[src/rtl/imem_loader_pkg.sv]
// Shared types and sizes for the instruction-memory loader.
package imem_loader_pkg;

  typedef enum logic [2:0] {
    IDLE,
    HDR,
    DATA,
    CHK,
    DONE,
    ERR
  } state_e;

  localparam int unsigned IMEM_ADDR_W    = 6;
  localparam int unsigned IMEM_DEPTH     = 64;
  localparam int unsigned BYTES_PER_WORD = 4;

endpackage

[src/rtl/imem_word_packer.sv]
// Packs accepted stream bytes into 32-bit words; flags the byte that completes a word.
module imem_word_packer
  import imem_loader_pkg::*;
#(
  parameter bit BIG_ENDIAN = 1'b1
) (
  input  logic        clk,
  input  logic        rst_n,
  input  logic        clear,
  input  logic        byteFire,
  input  logic [7:0]  byteIn,
  output logic        wordValid_c,
  output logic [31:0] word_c
);

  localparam int unsigned CNT_W  = $clog2(BYTES_PER_WORD);
  localparam int unsigned HOLD_W = 8 * (BYTES_PER_WORD - 1);

  logic [CNT_W-1:0]  byteCnt;
  logic [HOLD_W-1:0] hold;

  // The completing byte is merged combinationally so the top can register the whole word in one edge.
  assign wordValid_c = byteFire && (byteCnt == CNT_W'(BYTES_PER_WORD - 1));
  assign word_c      = BIG_ENDIAN ? {hold, byteIn} : {byteIn, hold};

  always_ff @(posedge clk or negedge rst_n) begin
    if (!rst_n) begin
      byteCnt <= '0;
      hold    <= '0;
    end else if (clear) begin
      byteCnt <= '0;
      hold    <= '0;
    end else if (byteFire) begin
      byteCnt <= byteCnt + CNT_W'(1);
      hold    <= BIG_ENDIAN ? {hold[HOLD_W-9:0], byteIn} : {byteIn, hold[HOLD_W-1:8]};
    end
  end

endmodule

[src/rtl/imem_loader.sv]
// Byte-stream loader for the instruction memory; holds the CPU until a complete image is stored.
// Optional trailing checksum byte enabled by defining IMEM_LOADER_CHECKSUM_EN.
module imem_loader
  import imem_loader_pkg::*;
#(
  parameter int unsigned ADDR_W     = IMEM_ADDR_W,
  parameter bit          BIG_ENDIAN = 1'b1
) (
  input  logic              clk,
  input  logic              rst_n,
  input  logic              start,
  input  logic [7:0]        byte_in,
  input  logic              byte_valid,
  output logic              byte_ready,
  output logic              we,
  output logic [ADDR_W-1:0] wa,
  output logic [31:0]       wd,
  output logic              busy,
  output logic              done,
  output logic              error,
  output logic              cpu_hold,
  output logic [ADDR_W:0]   word_count
);

  localparam int unsigned DEPTH = 1 << ADDR_W;

  state_e          state;
  logic [ADDR_W:0] nWords;
  logic            fire_c;
  logic            dataFire_c;
  logic            startAcc_c;
  logic            hdrOk_c;
  logic            lastByte_c;
  logic            wordValid_c;
  logic [31:0]     word_c;
`ifdef IMEM_LOADER_CHECKSUM_EN
  logic [7:0]      chkSum;
`endif

  assign fire_c     = byte_valid && byte_ready;
  assign dataFire_c = fire_c && (state == DATA);
  assign startAcc_c = start && ((state == IDLE) || (state == DONE) || (state == ERR));
  assign hdrOk_c    = (byte_in != 8'd0) && (32'(byte_in) <= DEPTH);
  // The word completed now is the last one when the words already written equal N-1.
  assign lastByte_c = wordValid_c && (word_count == nWords - (ADDR_W + 1)'(1));

  imem_word_packer #(.BIG_ENDIAN(BIG_ENDIAN)) uPacker (
    .clk         (clk),
    .rst_n       (rst_n),
    .clear       (startAcc_c),
    .byteFire    (dataFire_c),
    .byteIn      (byte_in),
    .wordValid_c (wordValid_c),
    .word_c      (word_c)
  );

  always_ff @(posedge clk or negedge rst_n) begin
    if (!rst_n) begin
      state      <= IDLE;
      nWords     <= '0;
      byte_ready <= 1'b0;
      we         <= 1'b0;
      wa         <= '0;
      wd         <= '0;
      busy       <= 1'b0;
      done       <= 1'b0;
      error      <= 1'b0;
      cpu_hold   <= 1'b1;
      word_count <= '0;
`ifdef IMEM_LOADER_CHECKSUM_EN
      chkSum     <= '0;
`endif
    end else begin
      we <= 1'b0;
      if (wordValid_c) begin
        we         <= 1'b1;
        wa         <= word_count[ADDR_W-1:0];
        wd         <= word_c;
        word_count <= word_count + (ADDR_W + 1)'(1);
      end
      case (state)
        IDLE, DONE, ERR: begin
          if (start) begin
            state      <= HDR;
            byte_ready <= 1'b1;
            busy       <= 1'b1;
            done       <= 1'b0;
            error      <= 1'b0;
            cpu_hold   <= 1'b1;
            word_count <= '0;
            wa         <= '0;
`ifdef IMEM_LOADER_CHECKSUM_EN
            chkSum     <= '0;
`endif
          end
        end
        HDR: begin
          if (fire_c) begin
            if (hdrOk_c) begin
              nWords <= (ADDR_W + 1)'(byte_in);
              state  <= DATA;
            end else begin
              state      <= ERR;
              byte_ready <= 1'b0;
              busy       <= 1'b0;
              error      <= 1'b1;
            end
          end
        end
        DATA: begin
          if (fire_c) begin
`ifdef IMEM_LOADER_CHECKSUM_EN
            chkSum <= chkSum + byte_in;
            if (lastByte_c) state <= CHK;
`else
            if (lastByte_c) begin
              state      <= DONE;
              byte_ready <= 1'b0;
              busy       <= 1'b0;
              done       <= 1'b1;
              cpu_hold   <= 1'b0;
            end
`endif
          end
        end
`ifdef IMEM_LOADER_CHECKSUM_EN
        CHK: begin
          if (fire_c) begin
            byte_ready <= 1'b0;
            busy       <= 1'b0;
            if (8'(chkSum + byte_in) == 8'h00) begin
              state    <= DONE;
              done     <= 1'b1;
              cpu_hold <= 1'b0;
            end else begin
              state <= ERR;
              error <= 1'b1;
            end
          end
        end
`endif
        default: state <= IDLE;
      endcase
    end
  end

endmodule

[config.mk]
export PLATFORM = sky130hd
export DESIGN_NAME = imem_loader
export DESIGN_NICKNAME = d
export VERILOG_FILES = /design/src/rtl/imem_loader_pkg.sv /design/src/rtl/imem_word_packer.sv /design/src/rtl/imem_loader.sv
export SDC_FILE = /design/constraint.sdc
export NUM_CORES = 1
export LEC_CHECK = 0
export CORE_ASPECT_RATIO = 0.6
export CORE_MARGIN = 5
export CORE_UTILIZATION = 50
export CTS_CLUSTER_SIZE = 16
export DETAILED_ROUTE_END_ITERATION = 10
export GPL_ROUTABILITY_DRIVEN = 0
export PLACE_DENSITY = 0.88
export RECOVER_POWER = 100
export REMOVE_ABC_BUFFERS = 1
export SLEW_MARGIN = 20
export SYNTH_ARGS = -nofsm -noshare
export SYNTH_HDL_FRONTEND = slang
export SYNTH_SLANG_ARGS = --single-unit
[constraint.sdc]
create_clock -name clk -period 2 [get_ports clk]
set_clock_uncertainty 0.05 [all_clocks]
set_input_delay 0.3 -clock clk [delete_from_list [all_inputs] [get_ports clk]]
set_output_delay 0.3 -clock clk [all_outputs]
set_load 0.01 [all_outputs]
* Word level (Yosys, flattened, before mapping) *
Cells that the tools add are included.

operators by class
  order comparisons = 1
  multiplexer cells = 31
  reductions and logical operators = 20
  add/subtract/negate cells = 3
  eq/ne operators = 11

operators by type and width
  cell                                                            number
  2-to-1 mux 24 bit                                               2
  2-to-1 mux 7 bit                                                3
  2-to-1 mux 6 bit                                                3
  2-to-1 mux 3 bit                                                5
  AND reduction 4 bit                                             3
  2-to-1 mux 1 bit                                                11
  inequality test 2 bit, second input constant                    5
  one-hot mux 3 bit (3 select lines)                              1
  less-or-equal comparator 8 x 7 -> 1 bit, second input constant  1
  nonzero test 8 bit                                              1
  adder 7 x 1 -> 7 bit, second input constant                     1
  == test 7 bit                                                   1
  subtractor 7 x 1 -> 7 bit, second input constant                1
  == test 3 bit, second input constant                            2
  logical AND 1 bit                                               6
  one-hot mux 1 bit (2 select lines)                              3
  AND reduction 6 bit                                             1
  nonzero test 2 bit                                              3
  2-to-1 mux 2 bit                                                2
  == test 3 x 1 -> 1 bit, second input constant                   1
  == test 3 x 2 -> 1 bit, second input constant                   1
  zero test 3 bit                                                 1
  one-hot mux 1 bit (3 select lines)                              1
  AND reduction 3 bit                                             1
  5 further kinds                                                 6

storage, ports and cells
  word-level logic and storage cells = 78
  register bits = 86

* Logic depth before layout (Yosys ltp) *
  depth in word-level cells = 7
  mapped depth = 8
  depth with buffers taken out = 7

* Hierarchy *
Synthesis repeated with hierarchy kept, for this count alone.

second synthesis, totals
  cells, all modules = 312
  area, all modules = 3917.5 um2

by module, submodules not included
  module            instances  cells an instance  area an instance (um2)
  imem_loader       1          218                2763.9
  imem_word_packer  1          94                 1153.6

* Worst setup path after synthesis *
OpenSTA, ideal clock, no wires.

  kind = register -> register
  from = reg state[0]
  to = reg word_count[6]
  setup time = 0.077 ns
  data arrival time = 1.713 ns
  setup slack = 0.159 ns
  data required time = 1.873 ns
  path buffers = 1
  cell stages (with the launch flop) = 9
  path through = dfrtp_1 > buf_2 > nand2b_4 > nor3_4 > nand2_1 > clkinv_2 > nand4_2 > or3_1 > a21oi_1

between the ends
  cells in the longest elaborated chain, start to end = 6
  elaborated cells between the ends (all ways) = 10
  classes of those cells = eq/ne (3); mux (3); reduce/logical (4)

ends and longest elaborated chain
  what                    line                    RTL
  from (decl)             imem_loader.sv:27       state_e state;
  from (signal assigned)  imem_loader.sv:59       state <= IDLE;
  from (signal assigned)  imem_loader.sv:84       state <= HDR;
  from (signal assigned)  imem_loader.sv:101      state <= DATA;
  == test 3 x 2 -> 1 bit  imem_loader.sv:41       assign dataFire_c = fire_c && (state == DATA);
  logical AND 1 bit       imem_loader.sv:41
  logical AND 1 bit       imem_word_packer.sv:23  assign wordValid_c = byteFire && (byteCnt == CNT_W'(BYTES_PER_WORD - 1));
  2-to-1 mux 7 bit        imem_loader.sv:75       if (wordValid_c) begin
  2-to-1 mux 7 bit        imem_loader.sv:83       if (start) begin
  2-to-1 mux 7 bit *      imem_loader.sv:81       case (state)
  to (signal assigned)    imem_loader.sv:79       word_count <= word_count + (ADDR_W + 1)'(1);
  to (decl)               imem_loader.sv:22       output logic [ADDR_W:0] word_count

Every way passes the cells marked *; elsewhere a longest branch is shown, timed or not.
A chain may end at the register's enable or synchronous reset.

* Worst setup path after layout *
  from = in byte_in[4]
  to = reg nWords[3]

between the ends
  cells in the longest elaborated chain, start to end = 3
  elaborated cells between the ends (all ways) = 4
  classes of those cells = order compare (1); reduce/logical (3)

ends and longest elaborated chain
  what                                                                           line                RTL
  from (decl)                                                                    imem_loader.sv:12   input logic [7:0] byte_in,
  less-or-equal comparator 8 x 7 -> 1 bit or nonzero test 8 bit (tied branches)  imem_loader.sv:43   assign hdrOk_c = (byte_in != 8'd0) && (32'(byte_in) <= DEPTH);
  logical AND 1 bit *                                                            imem_loader.sv:43
  AND reduction 3 bit (no source line) *                                         n/a
  to (signal assigned)                                                           imem_loader.sv:100  nWords <= (ADDR_W + 1)'(byte_in);
  to (decl)                                                                      imem_loader.sv:28   logic [ADDR_W:0] nWords;

Marked as above.

==> metrics.md <==
| Metric | Value |
|---|---|
| Max transition margin | 0.382 |
| Leakage power | 2.45 nW |
| Antenna violations before repair | 0 |
| Hold Path Stages | 2 |
| Peak supply drop | 0.551 mV |
| Rows | 24 |
| EDFF count, synth | 0 |
| Worst-Skew Late Latency | 0.34 ns |
| Syn Area/Cell | 9.21 sq um |
| Vias | 3097 |
| ANT cells | 0 |
| Initial DRC count | 264 |
| Drt first pass iters | 5 |
| Vias per cell | 5.28 |
| Starting Density | 0.514 |
| Total Wirelength | 9.07 mm |
| TritonCTS Buffers | 9 |
| Post-Synthesis Cells | 404 |
| Top fanout value on the critical path | 7 |
| Yosys warns | 0 |
| Largest net degree at the start of global routing | 51 |
| Synthesized area | 3720 sq um |
| Die Height | 76.8 um |
| Post-CTS Setup Inserts | 0 |
| Critical path class | in -> reg |
| Grt ovf | 0 |
| Fin crit share | 0.953 |
| CP bufs+invs | 1 |
| Post-synth top flop | dfrtp_1 |
| Fin cells | 586 |
| Area Overhead vs Synth | 30.2% |
| Final-report max-slew violation count | 0 |
| Fmax | 0.524 GHz |
| Die span in x | 121 um |
| Hold Violations, Final | 0 |
| PD cells | 954 nW/um^2 |
| Most frequent cells in the layout | nand2_1 (169), dfrtp_1 (85), dlygate4sd3_1 (42) |
| Hold Crit Class | reg -> reg |
| Root Buffer | clkbuf_16 |
| Commonest non-fill, non-tap cell in the layout | nand2_1 |
| Max Cap Violations | 0 |
| Fin crit period | 1.91 ns |
| WL per Instance | 15.5 um |
| Slowest-stage cell, CP | clkdlybuf4s50_1 |
| CTS Sinks | 86 |
| Layout cells sized above 1 | 0.106 |
| CTS tree | built |
| Crit end category | flop |
| Max incr delay on CP | 0.48 ns |
| Hpwl dp | 6.26 mm |
| Post-route antenna net violation count | 0 |
| Setup WS pre-CTS | -0.352 ns |
| IO buf count | 62 |
| Worst-Margin Slew | 0.926 ns |
| Synth unique cells | 46 |
| CTS Buffer Depth | 2 |
| Post-synth ARST share | 1.00 |
| FF+latch count, synth | 86 |
| Setup ws final | 0.0931 ns |
| Vias in the first global route | 3172 |
| Residual DRC | 0 |
| Layout Nets | 492 |
| R2R cell count | 8 |
| First-pass GRT wire length | 15.3 mm |
| Core Area | 7240 sq um |
| I/O pin count | 63 |
| Data arrival, critical path | 2.08 ns |
| H-tree levels | 3 |
| Worst EP required | 2.18 ns |
| All-Layer GR Usage | 0.209 |
| Status | finished, final reports clean |
| Top delay family on crit path | simple AND/OR/NAND/NOR gates |
| Critical Path Source Type | input port |
| Post-synthesis sequential area ratio | 0.579 |
| Worst-path clk slew | 0.06 ns |
| Critical path depth in cells | 6 |
| Die Footprint | 9320 sq um |
| Critical path cell sequence | clkdlybuf4s50_1 > nor4_2 > nand3_1 > a211oi_1 > nand2_2 > mux2_2 |
| Setup Viol. Count Final | 0 |
| # placed instances | 569 |
repair_timing:
| action | in CTS | in global routing |
|---|---|---|
| resized for setup | 0 | 3 |
| endpoints found under the setup margin | 0 | 12 |
| hold buffers | 1 | 0 |
| hold endpoints to repair | 33 | 0 |
per-stage QoR:
step                TNS [ns]  total power, W  hold WS (ns)  instance area [sq um]  utilization
detailed placement     -2.74         0.00302         0.244                   4550        0.628
global route          -0.266         0.00484         0.433                   4840        0.669
floorplan             -61.25         0.00262       -0.0456                   3630            -
CTS                        0         0.00463         0.427                   4840        0.669
global placement       -1.74         0.00294         0.234                   4550        0.628
finish                     0         0.00462         0.416                   4840        0.669
cell type report:
cell class / count / area, sq um
fill: 599 / 2390
sequential: 86 / 2150
multi-input combinational: 291 / 1470
timing repair buffer: 83 / 781
clock buffer: 11 / 233
tap: 104 / 130
clock inverter: 5 / 50.0
inverter: 6 / 23.8
logic make-up (layout without fill, tap and decap cells):
family	count (synthesis)	in the layout	share of synthesized area
simple gates	207	207	0.235
flops	86	86	0.579
compound gates	62	62	0.0969
buf+inv	27	105	0.0293
xor+xnor	12	12	0.0283
mux	7	7	0.0212
fa+ha+maj	3	3	0.0101
flip-flops by register name, indices dropped and copies added, names as in the netlist:
register / count
wd: 32
uPacker.hold: 24
nWords: 7
word_count: 7
wa: 6
state: 3
uPacker.byteCnt: 2
busy: 1
cpu_hold: 1
done: 1
error: 1
we: 1
power breakdown:
group          switching [W]  leakage, nW  internal (W)
Clock               0.000658        0.143      0.000959
Sequential          0.000155         1.17       0.00187
Combinational       0.000550         1.13      0.000431
Yosys cell counts (2+ instances only):
library cell / count / share of area
a21oi_1: 15 / 0.020
o21ai_0: 30 / 0.040
or3_1: 2 / 0.0034
nor2_1: 11 / 0.011
a21o_1: 2 / 0.0040
nor3_1: 3 / 0.0040
inv_1: 5 / 0.0050
xor2_1: 7 / 0.016
dfrtp_1: 85 / 0.57
a31oi_1: 2 / 0.0034
nand3_1: 2 / 0.0027
nor2b_1: 2 / 0.0034
nand2b_1: 3 / 0.0050
nand4_1: 2 / 0.0034
o31ai_1: 2 / 0.0040
mux2_2: 7 / 0.021
clkbuf_1: 18 / 0.018
ha_1: 3 / 0.010
xnor2_1: 5 / 0.012
and4b_1: 2 / 0.0054
buf_2: 2 / 0.0027
nand2_1: 170 / 0.17
metal layers:
layer	up-vias	wire length, um	global-route usage
li1	1467	-	-
met2	99	4300	0.323
met5	-	0	0
met3	14	648	0.0809
met4	0	97	0.0526
met1	1517	4030	0.279
worst reg2reg max path: stages, from the launching register on:
cell      delay [ns]
dfrtp_1         0.43
inv_1           0.09
ha_1            0.26
nand2b_1        0.16
a21oi_1         0.07
a31oi_1         0.18
a211oi_2        0.09
buf_4           0.16
a22o_1          0.19
path summary, 6_finish.rpt:
check	slack (ns)	startpoint	end
setup / recovery	0.09	byte_in[4]	nWords[3]$_DFFE_PN0P_
hold / removal	0.42	wd[25]$_DFFE_PN0P_	wd[25]$_DFFE_PN0P_
setup reg to reg	0.21	nWords[0]$_DFFE_PN0P_	done$_DFFE_PN0P_
hold reg to reg	0.42	wd[25]$_DFFE_PN0P_	wd[25]$_DFFE_PN0P_
max in group asynchronous	0.36	rst_n	uPacker.hold[20]$_DFFE_PN0P_
min in group asynchronous	0.58	rst_n	wa[4]$_DFF_PN0_
Power figures use the tool's default switching activity.
==> RTL edit 1, RTL diff (same settings) <==
Reset style: synchronous (`rst_n`), changed in 2 clocked blocks.
--- a/src/rtl/imem_word_packer.sv
+++ b/src/rtl/imem_word_packer.sv
@@ -23,7 +23,7 @@
   assign wordValid_c = byteFire && (byteCnt == CNT_W'(BYTES_PER_WORD - 1));
   assign word_c      = BIG_ENDIAN ? {hold, byteIn} : {byteIn, hold};
 
-  always_ff @(posedge clk or negedge rst_n) begin
+  always_ff @(posedge clk) begin
     if (!rst_n) begin
       byteCnt <= '0;
       hold    <= '0;
--- a/src/rtl/imem_loader.sv
+++ b/src/rtl/imem_loader.sv
@@ -54,7 +54,7 @@
     .word_c      (word_c)
   );
 
-  always_ff @(posedge clk or negedge rst_n) begin
+  always_ff @(posedge clk) begin
     if (!rst_n) begin
       state      <= IDLE;
       nWords     <= '0;
Behaviour: differs if rst_n is asserted again (counterexample within 4 cycles, from zero or initial values and one cycle with rst_n low); with rst_n held inactive, the same outputs for 10 cycles.
==> RTL edit 1 against the unedited design <==
- largest power group unchanged
- wire length down 6.7%
- largest cell class unchanged
- setup slack worse by 39 ps
- critical path type unchanged
- synthesized area decreased by 5.5%
- via count increased by 2.4%
- final area decreased by 3.2%
- fmax decreased by 2.0%
- sequential cell count unchanged
- sequential share of layout area down 7.7 points
- power decreased by 13%
==> RTL edit 1: results (changes against the unedited design) <==
- Met1 Resource Use GR: 24.92% (-3.0 points)
- Maximum single-stage delay on the critical path: 510 ps (+30 ps)
- Vias after detailed routing: 3172 (+2.4%)
- Post-synthesis sequential area ratio: 48.99% (-8.9 points)
- Dominant cells by area after synthesis: dfxtp_1 49%, nand2_1 15%, a21boi_0 7.3%, a21oi_1 5.4%, xor2_1 2.5%
- Portion of total power attributed to the clock network: 42.0% (+7.0 points)
- Run status: completed
- Arrival time at the worst endpoint: 2120 ps (+40 ps)
- Hold Path Cell Cnt: 4 (+2)
- Largest net degree at the start of global routing: 41 (-20%)
- Number of nets in the final layout: 515 (+4.7%)
- Wire length of the first global-routing pass: 14.75 mm (-3.5%)
- Routed metal-1 wire length: 3.820 mm (-5.1%)
- Layout cell share with drive strength beyond 1: 10.30% (-0.28 points)
- Classification of the worst-slack hold path: in2reg
- Met2 WL: 3.862 mm (-10%)
- Crit path max-delay cell type: or4_4
- Top Layer Used: met5
- Number of DRC markers after the initial detailed-route iteration: 238 (-9.8%)
- Xor/xnor cell area share of the yosys netlist: 3.987% (+1.2 points)
- Cell leakage power: 1.779 nW (-27%)
- Share of synthesized flip-flops with an asynchronous set or reset: 0% (-100 points)
- Number of non-filler instances in the completed layout: 592 (+1.0%)
- Met2 track demand over resource in global routing: 35.08% (+2.8 points)
- R2R Setup Slk: 90 ps (-120 ps)
- Global-route met3 utilization: 8.258% (+0.17 points)
- Antenna violations before repair: 1 (+1)
- Post-synthesis share of cell area spent on full adders, half adders and majority gates: 1.068% (+0.059 points)
- Total wire length: 8.459 mm (-6.7%)
- Complex-gate fraction of the synthesized area: 16.52% (+6.8 points)
- Global Route Usage Sum: 20.58% (-0.32 points)
- Worst r2r path cells: 7 (-1)
- Met3 layer wire length in the routed design: 703 µm (+8.5%)
- Vias in the first global route: 3138 (-1.1%)
- Netlist cell types: 44 (-4.3%)
- Power in combinational cells: 0.000548 W (-44%)
- Int Power: 0.002991 W (-8.2%)
- Worst vdd rail ir drop: 0.4678 mV (-15%)
- Post-placement cell count: 576 (+1.2%)
[RTL edit 1: cell count changes in the layout (fill, tap and decap cells not counted), sizes merged, moves of 9 or more]
cell | before | now
nand2 | 170 | 139
nor2b | 2 | 11
o21ai | 30 | 5
dfrtp | 85 | 0
dlygate4sd3 | 42 | 52
a21boi | 1 | 34
a21oi | 15 | 38
clkdlybuf4s50 | 20 | 6
dfxtp | 0 | 86
[RTL edit 1: kinds of logic after synthesis]
group	count (synthesis)
flops	86
mux	7
xor+xnor	16
simple gates	194
buf+inv	28
fa+ha+maj	3
compound gates	91
[RTL edit 1: metrics by stage]
step	util (%)	total power, W	hold slack [ps]	setup WS, ps	TNS, ps
6_report	69.31	0.004041	375.0	54.00	0
3_5_place_dp	64.53	0.002358	397.1	-552.6	-6196
5_1_grt	69.31	0.004226	387.3	-0.05262	-0.05262
4_1_cts	69.25	0.004061	367.3	29.98	0
2_1_floorplan	-	0.002121	351.2	-446.4	-3868
3_3_place_gp	64.53	0.002334	393.0	-445.3	-5234
[RTL edit 1: timing repair]
item	4_1_cts	5_1_grt
pin swaps	3	1
setup buffers	0	0
gates resized for setup	9	4
setup endpoints to repair	12	11
[RTL edit 1: path summary, 6_finish.rpt]
kind                                from                           end
hold reg to reg         wa[4]$_SDFF_PN0_              wa[4]$_SDFF_PN0_
setup reg to reg  nWords[0]$_SDFFE_PN0P_         cpu_hold$_SDFFE_PN1P_
setup / recovery              byte_in[2]        nWords[0]$_SDFFE_PN0P_
hold / removal                byte_in[3]  uPacker.hold[3]$_SDFFE_PP0P_
[RTL edit 1: final cells by class]
class	count	area, µm²
clock buffers	10	239.0
clock inverters	6	68.82
fillers	514	2076
inverters	3	11.26
multi-input cells	311	1710
flip-flops and latches	86	1723
well taps	87	108.9
repair buffers	89	825.8
==> RTL edit 2, RTL diff (same settings) <==
Made on the original files. `BIG_ENDIAN` is set to 1'b1 in 2 places; all go to 1'b0.
--- a/src/rtl/imem_word_packer.sv
+++ b/src/rtl/imem_word_packer.sv
@@ -2,7 +2,7 @@
 module imem_word_packer
   import imem_loader_pkg::*;
 #(
-  parameter bit BIG_ENDIAN = 1'b1
+  parameter bit BIG_ENDIAN = 1'b0
 ) (
   input  logic        clk,
   input  logic        rst_n,
--- a/src/rtl/imem_loader.sv
+++ b/src/rtl/imem_loader.sv
@@ -4,7 +4,7 @@
   import imem_loader_pkg::*;
 #(
   parameter int unsigned ADDR_W     = IMEM_ADDR_W,
-  parameter bit          BIG_ENDIAN = 1'b1
+  parameter bit          BIG_ENDIAN = 1'b0
 ) (
   input  logic              clk,
   input  logic              rst_n,
Behaviour: not the same (a bounded check fails within 10 cycles, from zero or initial values and one cycle with rst_n low).
==> RTL edit 2 against the unedited design <==
- the run now ends with negative setup slack left
- power rose by 2.8%
- setup slack got worse by 110 ps
- wire length down 1.9%
- combinational power fell by 4.7%
- first-iteration DRC count grew 34%
- sequential cell count unchanged
- fmax shrank 5.4%
- final area rose by 0.54%
- synthesized area fell by 1.7%
- worst hold slack got worse by 170 ps
- utilization rose by 0.93 points
- critical path type unchanged
- critical endpoint is now nWords[4]$_DFFE_PN0P_
==> RTL edit 2: results (changes against the unedited design) <==
- Largest net degree at the start of global routing: 41 (-20%)
- Length of the first detailed-routing pass in iterations: 5 (unchanged)
- Maximum net fanout on the critical path: 7 (unchanged)
- R2R Setup Slk: 90 ps (-120 ps)
- Number of nets in the final layout: 489 (-0.61%)
- Longest Clk Path Bufs: 2 (unchanged)
- Antenna fix cells: 0 (unchanged)
- Vias after detailed routing: 3076 (-0.68%)
- Layout cell share with drive strength beyond 1: 13.99% (+3.4 points)
- Number of DRC markers after the initial detailed-route iteration: 353 (+34%)
- Post-synthesis sequential area ratio: 58.90% (+1.0 points)
- Arrival time at the worst endpoint: 2190 ps (+110 ps)
- Classification of the worst-slack hold path: in2reg
- Clock root buffer: clkbuf_16
- Cts bufs inserted: 9 (unchanged)
- Count of endpoints failing setup in the final report: 7 (+7)
- Fill cell total of the finished layout: 545 (-9.0%)
- HPWL reported at the end of detailed placement: 6.123 mm (-2.2%)
- Netlist cell types: 40 (-13%)
- Dominant cells by area after synthesis: dfrtp_1 58%, nand2_1 17%, a21oi_1 3.6%, mux2_2 2.2%, xor2_1 1.9%
- Worst vdd rail ir drop: 0.4780 mV (-13%)
- Run status: finished with violations
- Worst Slack Setup Final: -14.93 ps (-108.0 ps)
- Source-to-sink clock delay at the later pin of the worst-skew pair: 340 ps (about the same)
- Global Route Usage Sum: 20.93% (about the same)
- Summed negative setup slack over all endpoints: -55.18 ps (-55.18 ps)
- Worst hold path startpoint: byte_in[5]
- Transition at the pin with the smallest max-transition slack: 930.7 ps (+4.225 ps)
- Synthesis warning total: 0 (unchanged)
- Vias in the first global route: 3202 (+0.95%)
- Cell leakage power: 2.533 nW (+3.3%)
- Total wire length: 8.893 mm (-1.9%)
- Wire length of the first global-routing pass: 15.56 mm (+1.9%)
- Count of port buffers added during placement: 62 (unchanged)
- Regs by FF count: wd x32, uPacker.hold x24
- Share of synthesized flip-flops with an asynchronous set or reset: 100.0% (unchanged)
- Launching element type of the critical path: primary input
- Clock transition time at the flip-flop clock pins of the worst setup and hold paths: 60 ps (about the same)
- Start of the worst register-to-register path: nWords[0]$_DFFE_PN0P_
- Deepest level of the CTS H-tree: 3 (unchanged)
- First element of the critical path: byte_in[4]
- Antenna violations before repair: 0 (unchanged)
- Failing checks: negative setup slack
- Ranking of synthesized cells by instance count: 162 x nand2_1, 85 x dfrtp_1, 26 x a21oi_1
==> RTL edit 2: path summary, 6_finish.rpt <==
| path | end | cells past startpoint |
|---|---|---|
| min in group asynchronous | busy$_DFFE_PN0P_ | 2 |
| max | nWords[4]$_DFFE_PN0P_ | 7 |
| max reg2reg | state[2]$_DFFE_PN0P_ | 8 |
| min | wd[29]$_DFFE_PN0P_ | 4 |
| min reg2reg | wd[15]$_DFFE_PN0P_ | 2 |
| max in group asynchronous | wd[4]$_DFFE_PN0P_ | 3 |
==> RTL edit 2: kinds of logic after synthesis <==
| kind of cell | after synthesis | share of synthesized area (%) |
|---|---|---|
| mux | 7 | 2.156 |
| simple gates | 218 | 25.74 |
| buf+inv | 27 | 2.977 |
| flops | 86 | 58.90 |
| fa+ha+maj | 3 | 1.027 |
| xor+xnor | 14 | 3.354 |
| compound gates | 37 | 5.852 |
==> RTL edit 2: cell type report <==
type	count	area, µm²	share of cell area [%]
clock buffer	10	229.0	4.703
clock inverter	6	92.59	1.902
inverter	5	18.77	0.3855
multi-input combinational	279	1419	29.14
sequential	86	2155	44.26
tap	91	113.9	2.339
timing repair buffer	93	840.8	17.27
==> RTL edit 2: repair_timing <==
action,CTS,global route
hold buffers,1,0
pin swaps,4,2
setup endpoints to repair,11,12
buffers inserted,1,1
gates resized for setup,24,5
endpoints found under the hold margin,20,0
==> RTL edit 2: through the flow <==
stage / hold WS [ps] / util [%] / cell area (µm²) / std cells / setup slack (ps)
final: 244.1 / 67.83 / 4868 / 570 / -14.93
after detailed placement: 168.9 / 63.16 / 4533 / 551 / -770.2
after floorplan: -45.59 / - / 3566 / 370 / -1689
after CTS: 241.3 / 68.20 / 4895 / 569 / -101.7
after global placement: 164.2 / 63.16 / 4533 / 551 / -732.0
after global routing: 259.8 / 67.83 / 4868 / 570 / -57.74
==> RTL edit 2: power breakdown <==
group	internal [W]	switching, W
Sequential	0.00186	0.000142
Combinational	0.000448	0.000486
Clock	0.00110	0.000706
Total	0.00341	0.00133
==> RTL edit 2: layer usage <==
layer / share of wire (%) / vias up / track usage [%]
li1: - / 1435 / -
met1: 44 / 1503 / 28.00
met2: 48 / 124 / 32.98
met3: 7.8 / 14 / 7.270
met4: 0.92 / 0 / 4.977
met5: 0 / - / 0
==> RTL edit 2: worst max-delay path, stage by stage <==
cell    delay [ps]
buf_6           90
or4_4          550
o31a_1         280
or3_4          360
nor3_4         130
buf_6          170
mux2_4         310
